[src/rtl/ifu_cache_ctrl.sv]
// ifu_cache_ctrl: instruction-cache control FSM for the IFU.
//
// Holds a fully-associative tag/valid store (no data array; the external data
// array is indexed by rsp_way). A fetch request is latched in IDLE, looked up
// for one cycle, and either answered from a hit or filled from memory into the
// victim way offered by the PLRU. The controller drives the PLRU's hit/miss
// indication, hit way and update strobes.
//
// Ports:
//   clk, rst_n          clock, asynchronous active-low reset
//   req_valid/ready     fetch request handshake, req_addr is the byte address
//   rsp_valid           one-cycle response pulse with rsp_hit and rsp_way
//   mem_req_valid/ready line fill request, mem_req_addr is line-aligned
//   mem_rsp_valid       fill data written to the external data array
//   flush               level request to invalidate all ways (IDLE only)
//   cache_ctrl2_plru    PLRU strobes: [1] update_counter, [0] update_tree
//   cache_miss, hit_cl  miss indication and hit way to the PLRU
//   evicted_cl          victim way from the PLRU (combinational on cache_miss)

module ifu_cache_ctrl #(
  parameter int unsigned WAYS_NUM = 16,
  parameter int unsigned ADDR_W   = 32,
  parameter int unsigned OFFSET_W = 4,
  localparam int unsigned WAY_W   = $clog2(WAYS_NUM),
  localparam int unsigned TAG_W   = ADDR_W - OFFSET_W
) (
  input  logic              clk,
  input  logic              rst_n,

  input  logic              req_valid,
  output logic              req_ready,
  input  logic [ADDR_W-1:0] req_addr,

  output logic              rsp_valid,
  output logic              rsp_hit,
  output logic [WAY_W-1:0]  rsp_way,

  output logic              mem_req_valid,
  input  logic              mem_req_ready,
  output logic [ADDR_W-1:0] mem_req_addr,
  input  logic              mem_rsp_valid,

  input  logic              flush,

  output logic [1:0]        cache_ctrl2_plru,
  output logic              cache_miss,
  output logic [WAY_W-1:0]  hit_cl,
  input  logic [WAY_W-1:0]  evicted_cl
);

  typedef enum logic [2:0] {
    StIdle,
    StLookup,
    StMissReq,
    StMissWait,
    StResp
  } state_e;

  state_e state_q, state_d;

  logic [TAG_W-1:0]    req_tag_q;
  logic [WAY_W-1:0]    way_q;
  logic                hit_q;
  logic [WAYS_NUM-1:0] valid_q;
  logic [TAG_W-1:0]    tags_q [WAYS_NUM];

  logic                lookup_hit;
  logic [WAY_W-1:0]    lookup_way;
  logic                latch_req;
  logic                fill;
  logic                flush_all;

  // Only the line tag is kept; the byte offset has no use in a tag store.
  logic unused_offset;
  assign unused_offset = ^req_addr[OFFSET_W-1:0];

  // Descending scan so the lowest matching way wins.
  always_comb begin
    lookup_hit = 1'b0;
    lookup_way = '0;
    for (int i = WAYS_NUM - 1; i >= 0; i--) begin
      if (valid_q[i] && (tags_q[i] == req_tag_q)) begin
        lookup_hit = 1'b1;
        lookup_way = WAY_W'(i);
      end
    end
  end

  always_comb begin
    state_d          = state_q;
    req_ready        = 1'b0;
    rsp_valid        = 1'b0;
    rsp_hit          = 1'b0;
    rsp_way          = '0;
    mem_req_valid    = 1'b0;
    mem_req_addr     = '0;
    cache_miss       = 1'b0;
    hit_cl           = '0;
    cache_ctrl2_plru = 2'b00;
    latch_req        = 1'b0;
    fill             = 1'b0;
    flush_all        = 1'b0;

    unique case (state_q)
      StIdle: begin
        req_ready = !flush;
        if (flush) begin
          flush_all = 1'b1;
        end else if (req_valid) begin
          latch_req = 1'b1;
          state_d   = StLookup;
        end
      end

      StLookup: begin
        if (lookup_hit) begin
          hit_cl           = lookup_way;
          cache_ctrl2_plru = 2'b11;
          state_d          = StResp;
        end else begin
          cache_miss = 1'b1;
          state_d    = StMissReq;
        end
      end

      StMissReq: begin
        cache_miss    = 1'b1;
        mem_req_valid = 1'b1;
        mem_req_addr  = {req_tag_q, {OFFSET_W{1'b0}}};
        if (mem_req_ready) begin
          state_d = StMissWait;
        end
      end

      StMissWait: begin
        cache_miss = 1'b1;
        if (mem_rsp_valid) begin
          fill             = 1'b1;
          cache_ctrl2_plru = 2'b11;
          state_d          = StResp;
        end
      end

      StResp: begin
        rsp_valid = 1'b1;
        rsp_hit   = hit_q;
        rsp_way   = way_q;
        state_d   = StIdle;
      end

      default: begin
        state_d = StIdle;
      end
    endcase
  end

  always_ff @(posedge clk or negedge rst_n) begin
    if (!rst_n) begin
      state_q   <= StIdle;
      req_tag_q <= '0;
      way_q     <= '0;
      hit_q     <= 1'b0;
    end else begin
      state_q <= state_d;
      if (latch_req) begin
        req_tag_q <= req_addr[ADDR_W-1:OFFSET_W];
      end
      // The victim is sampled in LOOKUP while cache_miss selects it in the PLRU.
      if (state_q == StLookup) begin
        hit_q <= lookup_hit;
        way_q <= lookup_hit ? lookup_way : evicted_cl;
      end
    end
  end

  always_ff @(posedge clk or negedge rst_n) begin
    if (!rst_n) begin
      valid_q <= '0;
      for (int i = 0; i < WAYS_NUM; i++) begin
        tags_q[i] <= '0;
      end
    end else begin
      if (flush_all) begin
        valid_q <= '0;
      end else if (fill) begin
        valid_q[way_q] <= 1'b1;
        tags_q[way_q]  <= req_tag_q;
      end
    end
  end

  // PLRU state cannot move between LOOKUP and the fill, so its victim must hold.
  victim_stable_a : assert property (@(posedge clk) disable iff (!rst_n)
    ((state_q == StMissWait) && mem_rsp_valid) |-> (evicted_cl == way_q));

endmodule

[config.mk]
export PLATFORM = sky130hd
export DESIGN_NAME = ifu_cache_ctrl
export DESIGN_NICKNAME = d
export VERILOG_FILES = /design/src/rtl/ifu_cache_ctrl.sv
export SDC_FILE = /design/constraint.sdc
export NUM_CORES = 1
export LEC_CHECK = 0
export BUFFER_PORTS_ARGS = -buffer_cell sky130_fd_sc_hd__buf_2
export CORE_UTILIZATION = 30
export CTS_CLUSTER_DIAMETER = 80
export DETAILED_ROUTE_END_ITERATION = 12
export SETUP_SLACK_MARGIN = 0.3
export SKIP_LAST_GASP = 1
export SYNTH_ARGS = -nofsm -noshare
export SYNTH_HDL_FRONTEND = slang
export SYNTH_SLANG_ARGS = --single-unit
[constraint.sdc]
create_clock -name clk -period 7.85 [get_ports clk]
set_input_delay 0.785 -clock clk [delete_from_list [all_inputs] [get_ports clk]]
set_output_delay 0.785 -clock clk [all_outputs]
set_load 0.01 [all_outputs]
==> flow_summary.toml <==
[setup_path]
reg2reg_capture_point = "way_q[1]$_DFFE_PN0P_"
critical_path_arrival_ns = 4.66
reg2reg_slack_ns = 4.02
timing.critical_path.slowest_cell_delay_ns = 0.84
critical-path-top-cell-by-count = "sky130_fd_sc_hd__or4_1"
worst-setup-path-type = "flop to primary output"
timing.critical_path.required_ns = 7.07
worst_reg2reg_path_depth = 10
cell_with_the_largest_stage_delay_on_the_worst_path = "sky130_fd_sc_hd__dfrtp_2"
critPathCaptureType = "primary output"
path_max_fanout = 22
worst_setup_path_start_kind = "flop"
worst_path_cell_chain = "buf_4, xor2_1, or4_1, or4_1, or2_4, nand4b_2, and4b_4, nor2b_4, nor4b_2, buf_2"
reg2reg_from = "req_tag_q[12]$_DFFE_PN0P_"

[clock_network]
cts_tree = "yes"
clock_insertion_delay_worst_skew_ns = 0.63
cts.repair_timing.setup_buffer_count = 0
h-tree-depth = 2
numCtsBuffers = 52
cts.root.buffer_cell = "sky130_fd_sc_hd__clkbuf_16"
cts_hold_repair.buffers = 0
clock_path_buffers = 3
cts_num_sinks = 500
post_cts_resized = 0
worst_setup_hold_path_clk_slew_ns = 0.06

[run_status]
run_status = "completed"

[yosys]
mappedNetlistArea_um2 = 25500
synth_area_per_cell_um2 = 11.64
synth_top_area_share_pct = 49.07
postSynthRegisterBits = 500
synth_enable_flop_cells = 0
synthCells = 2190
yosys_warnings = 0
post-synth-top-area-cell = "sky130_fd_sc_hd__dfrtp_1"
number_of_different_library_cells_in_the_post_synthesis_netlist = 59
postSynth.asyncResetShare_pct = 100.0
seq_area_frac_synth_pct = 49.07
ys.flop_type = "sky130_fd_sc_hd__dfrtp_1"
synth.area.top_cells = "sky130_fd_sc_hd__dfrtp_1 49%, sky130_fd_sc_hd__mux2_2 18%, sky130_fd_sc_hd__xnor2_1 12%"

[floorplanning]
core_area_um2 = 83820
top_level_ports = 89
dieWidth_um = 293.6
die_h_um = 293.6
num_rows = 106
die_area_um2 = 86170
initial_core_util_pct = 30.42

[timing]
finalSetupViolCount = 0
setup_total_negative_slack_ns = 0
maxSlewViolCount = 0
layout_min_cycle_time_ns = 5.446
fin_skew_ns = 0.03275
rsz0062_at_grt = "no"
hold_viol_final = 0
timing.slew.headroom_pct = 34.14
tightestPinTransition_ns = 0.9879
post-route-period-util_pct = 69.38
fmaxAchievable_ghz = 0.1836

[layout]
final_core_utilization_pct = 34.46
share_of_post_route_cells_with_drive_strength_above_1_pct = 29.57
final_cell_mix = "474 x sky130_fd_sc_hd__dfrtp_1, 402 x sky130_fd_sc_hd__mux2_2, 356 x sky130_fd_sc_hd__xnor2_1"
leading_cell_type_in_the_layout_fill_and_taps_excluded = "sky130_fd_sc_hd__dfrtp_1"
nets = 2256
layout-area-overhead-vs-synth_pct = 13.27

[detailed_routing]
drt_met1_wl_um = 33720
drt-initial-drc-count = 1346
drt_drc_violations_left = 0
vias = 17152
drt_first_pass_iters = 5
antenna_left = 0
routed_wl_um = 71440
met2_wirelength_um = 32800
wire_per_inst_um = 21.07
routed-wl-met3_um = 3467
vias_per_cell = 5.058
maxUsedRoutingLayer = "met4"

[hold_path]
hp-class = "primary input to async pin"

[power_and_ir_drop]
p_per_area_nw_per_um2 = 416.5
worst_vdd_rail_ir_drop_uv = 180.6
power.static_leakage_nw = 12.50

[placed_design]
detailedPlacementHpwl_um = 46390
place.gp.congestion = 0.8828
portBuffers = 80

[grt]
grt_pass1_vias = 17316
grt_overflow = 0
antenna_found_initial = 1
grt_max_degree = 145
grt_pass1_wl_um = 108400
globalRouteTotalUtil_pct = 16.58

[job]
max_cap_violations = 0
[worst max-delay path, delay by kind of cell, from the launching register on]
family	cells	cell delay, ns
and+or+nand+nor	7	2.39
buffers and inverters	2	0.64
xor gates and xnor gates	1	0.13
DFF	1	0.84
[per-layer routing]
metal	global-route usage (%)	vias to the layer above
li1	-	7699
met1	23.73	8920
met2	26.11	432
met3	2.519	101
met4	4.014	0
met5	0	-
[synth_stat cells, types with 3 or more instances]
cell / n
sky130_fd_sc_hd__nand4_1: 158
sky130_fd_sc_hd__and2_1: 25
sky130_fd_sc_hd__mux2_2: 402
sky130_fd_sc_hd__a221o_1: 3
sky130_fd_sc_hd__o211ai_1: 5
sky130_fd_sc_hd__nor2b_1: 4
sky130_fd_sc_hd__inv_2: 4
sky130_fd_sc_hd__o22ai_1: 4
sky130_fd_sc_hd__nand2b_1: 16
sky130_fd_sc_hd__buf_2: 45
sky130_fd_sc_hd__xnor2_1: 356
sky130_fd_sc_hd__mux2_1: 20
sky130_fd_sc_hd__inv_1: 17
sky130_fd_sc_hd__nor2_1: 39
sky130_fd_sc_hd__or4_1: 6
sky130_fd_sc_hd__buf_1: 11
sky130_fd_sc_hd__or3_1: 4
sky130_fd_sc_hd__or2_2: 3
sky130_fd_sc_hd__nand4b_1: 4
sky130_fd_sc_hd__buf_4: 5
sky130_fd_sc_hd__clkbuf_1: 105
sky130_fd_sc_hd__or2_1: 5
sky130_fd_sc_hd__nand3_1: 35
sky130_fd_sc_hd__nand2_1: 128
sky130_fd_sc_hd__nor4b_1: 4
sky130_fd_sc_hd__nor3_1: 10
sky130_fd_sc_hd__a21o_1: 10
sky130_fd_sc_hd__and4_1: 5
sky130_fd_sc_hd__xor2_1: 81
sky130_fd_sc_hd__nor4_1: 65
sky130_fd_sc_hd__a21oi_1: 8
sky130_fd_sc_hd__dfrtp_1: 500
sky130_fd_sc_hd__nor3b_1: 11
sky130_fd_sc_hd__a2111oi_0: 3
sky130_fd_sc_hd__o21ai_0: 60
[cell type report]
class                           count  area (um^2)
Clock inverter                     10        157.7
Multi-Input combinational cell   1503        12230
Fill cell                        8356        54940
Sequential cell                   500        12540
Tap cell                         1134         1419
Antenna cell                        1        2.502
Clock buffer                       86         1599
Inverter                           22        82.58
Timing Repair Buffer              135        848.3
[how the worst max path moves through the flow]
| stage | start | endpoint | cells past startpoint |
|---|---|---|---|
| final | req_tag_q[12]$_DFFE_PN0P_ | cache_ctrl2_plru[0] | 10 |
| after global placement | req_tag_q[12]$_DFFE_PN0P_ | cache_ctrl2_plru[0] | 10 |
| after global routing | req_tag_q[12]$_DFFE_PN0P_ | cache_ctrl2_plru[1] | 10 |
| after CTS | req_tag_q[12]$_DFFE_PN0P_ | cache_ctrl2_plru[1] | 10 |
| after detailed placement | req_tag_q[12]$_DFFE_PN0P_ | cache_ctrl2_plru[1] | 10 |
| after floorplan | req_tag_q[17]$_DFFE_PN0P_ | cache_ctrl2_plru[1] | 10 |
[report_power, final]
part / switching [mW] / leakage [nW] / internal [mW]
clock network: 1.05 / 0.859 / 1.49
registers: 1.11 / 6.73 / 3.44
logic: 2.76 / 4.92 / 2.18
total: 4.92 / 12.5 / 7.11
[cell families (layout without fill, tap and decap cells)]
| logic type | after synthesis | count (layout) | share of synthesized area [%] |
|---|---|---|---|
| other | 1 | 5 | 0.01471 |
| AO/OA/AOI/OAI | 108 | 108 | 2.586 |
| AND/OR/NAND/NOR | 532 | 532 | 11.54 |
| flip-flops | 500 | 500 | 49.07 |
| buffers and inverters | 190 | 253 | 3.150 |
| XOR/XNOR | 437 | 437 | 15.01 |
| multiplexers | 422 | 422 | 18.64 |
[state kept, by name (all words and copies together), names as in the netlist]
name       cells
tags_q       448
req_tag_q     28
valid_q       16
way_q          4
state_q        3
hit_q          1
[through the flow]
| stage | instances | worst slack (ns) | power, mW | hold slack [ns] | area (um^2) |
|---|---|---|---|---|---|
| floorplan | 2193 | 4.022 | 7.832 | 0.4388 | 25510 |
| global placement | 3294 | 2.885 | 9.364 | 0.4539 | 27120 |
| detailed placement | 3294 | 2.860 | 9.521 | 0.4801 | 27120 |
| CTS | 3390 | 2.183 | 12.10 | 0.2508 | 28880 |
| global route | 3390 | 2.133 | 12.73 | 0.2935 | 28880 |
| finish | 3391 | 2.404 | 12.03 | 0.1961 | 28880 |
Note: power is estimated with default switching activity, not from simulation.
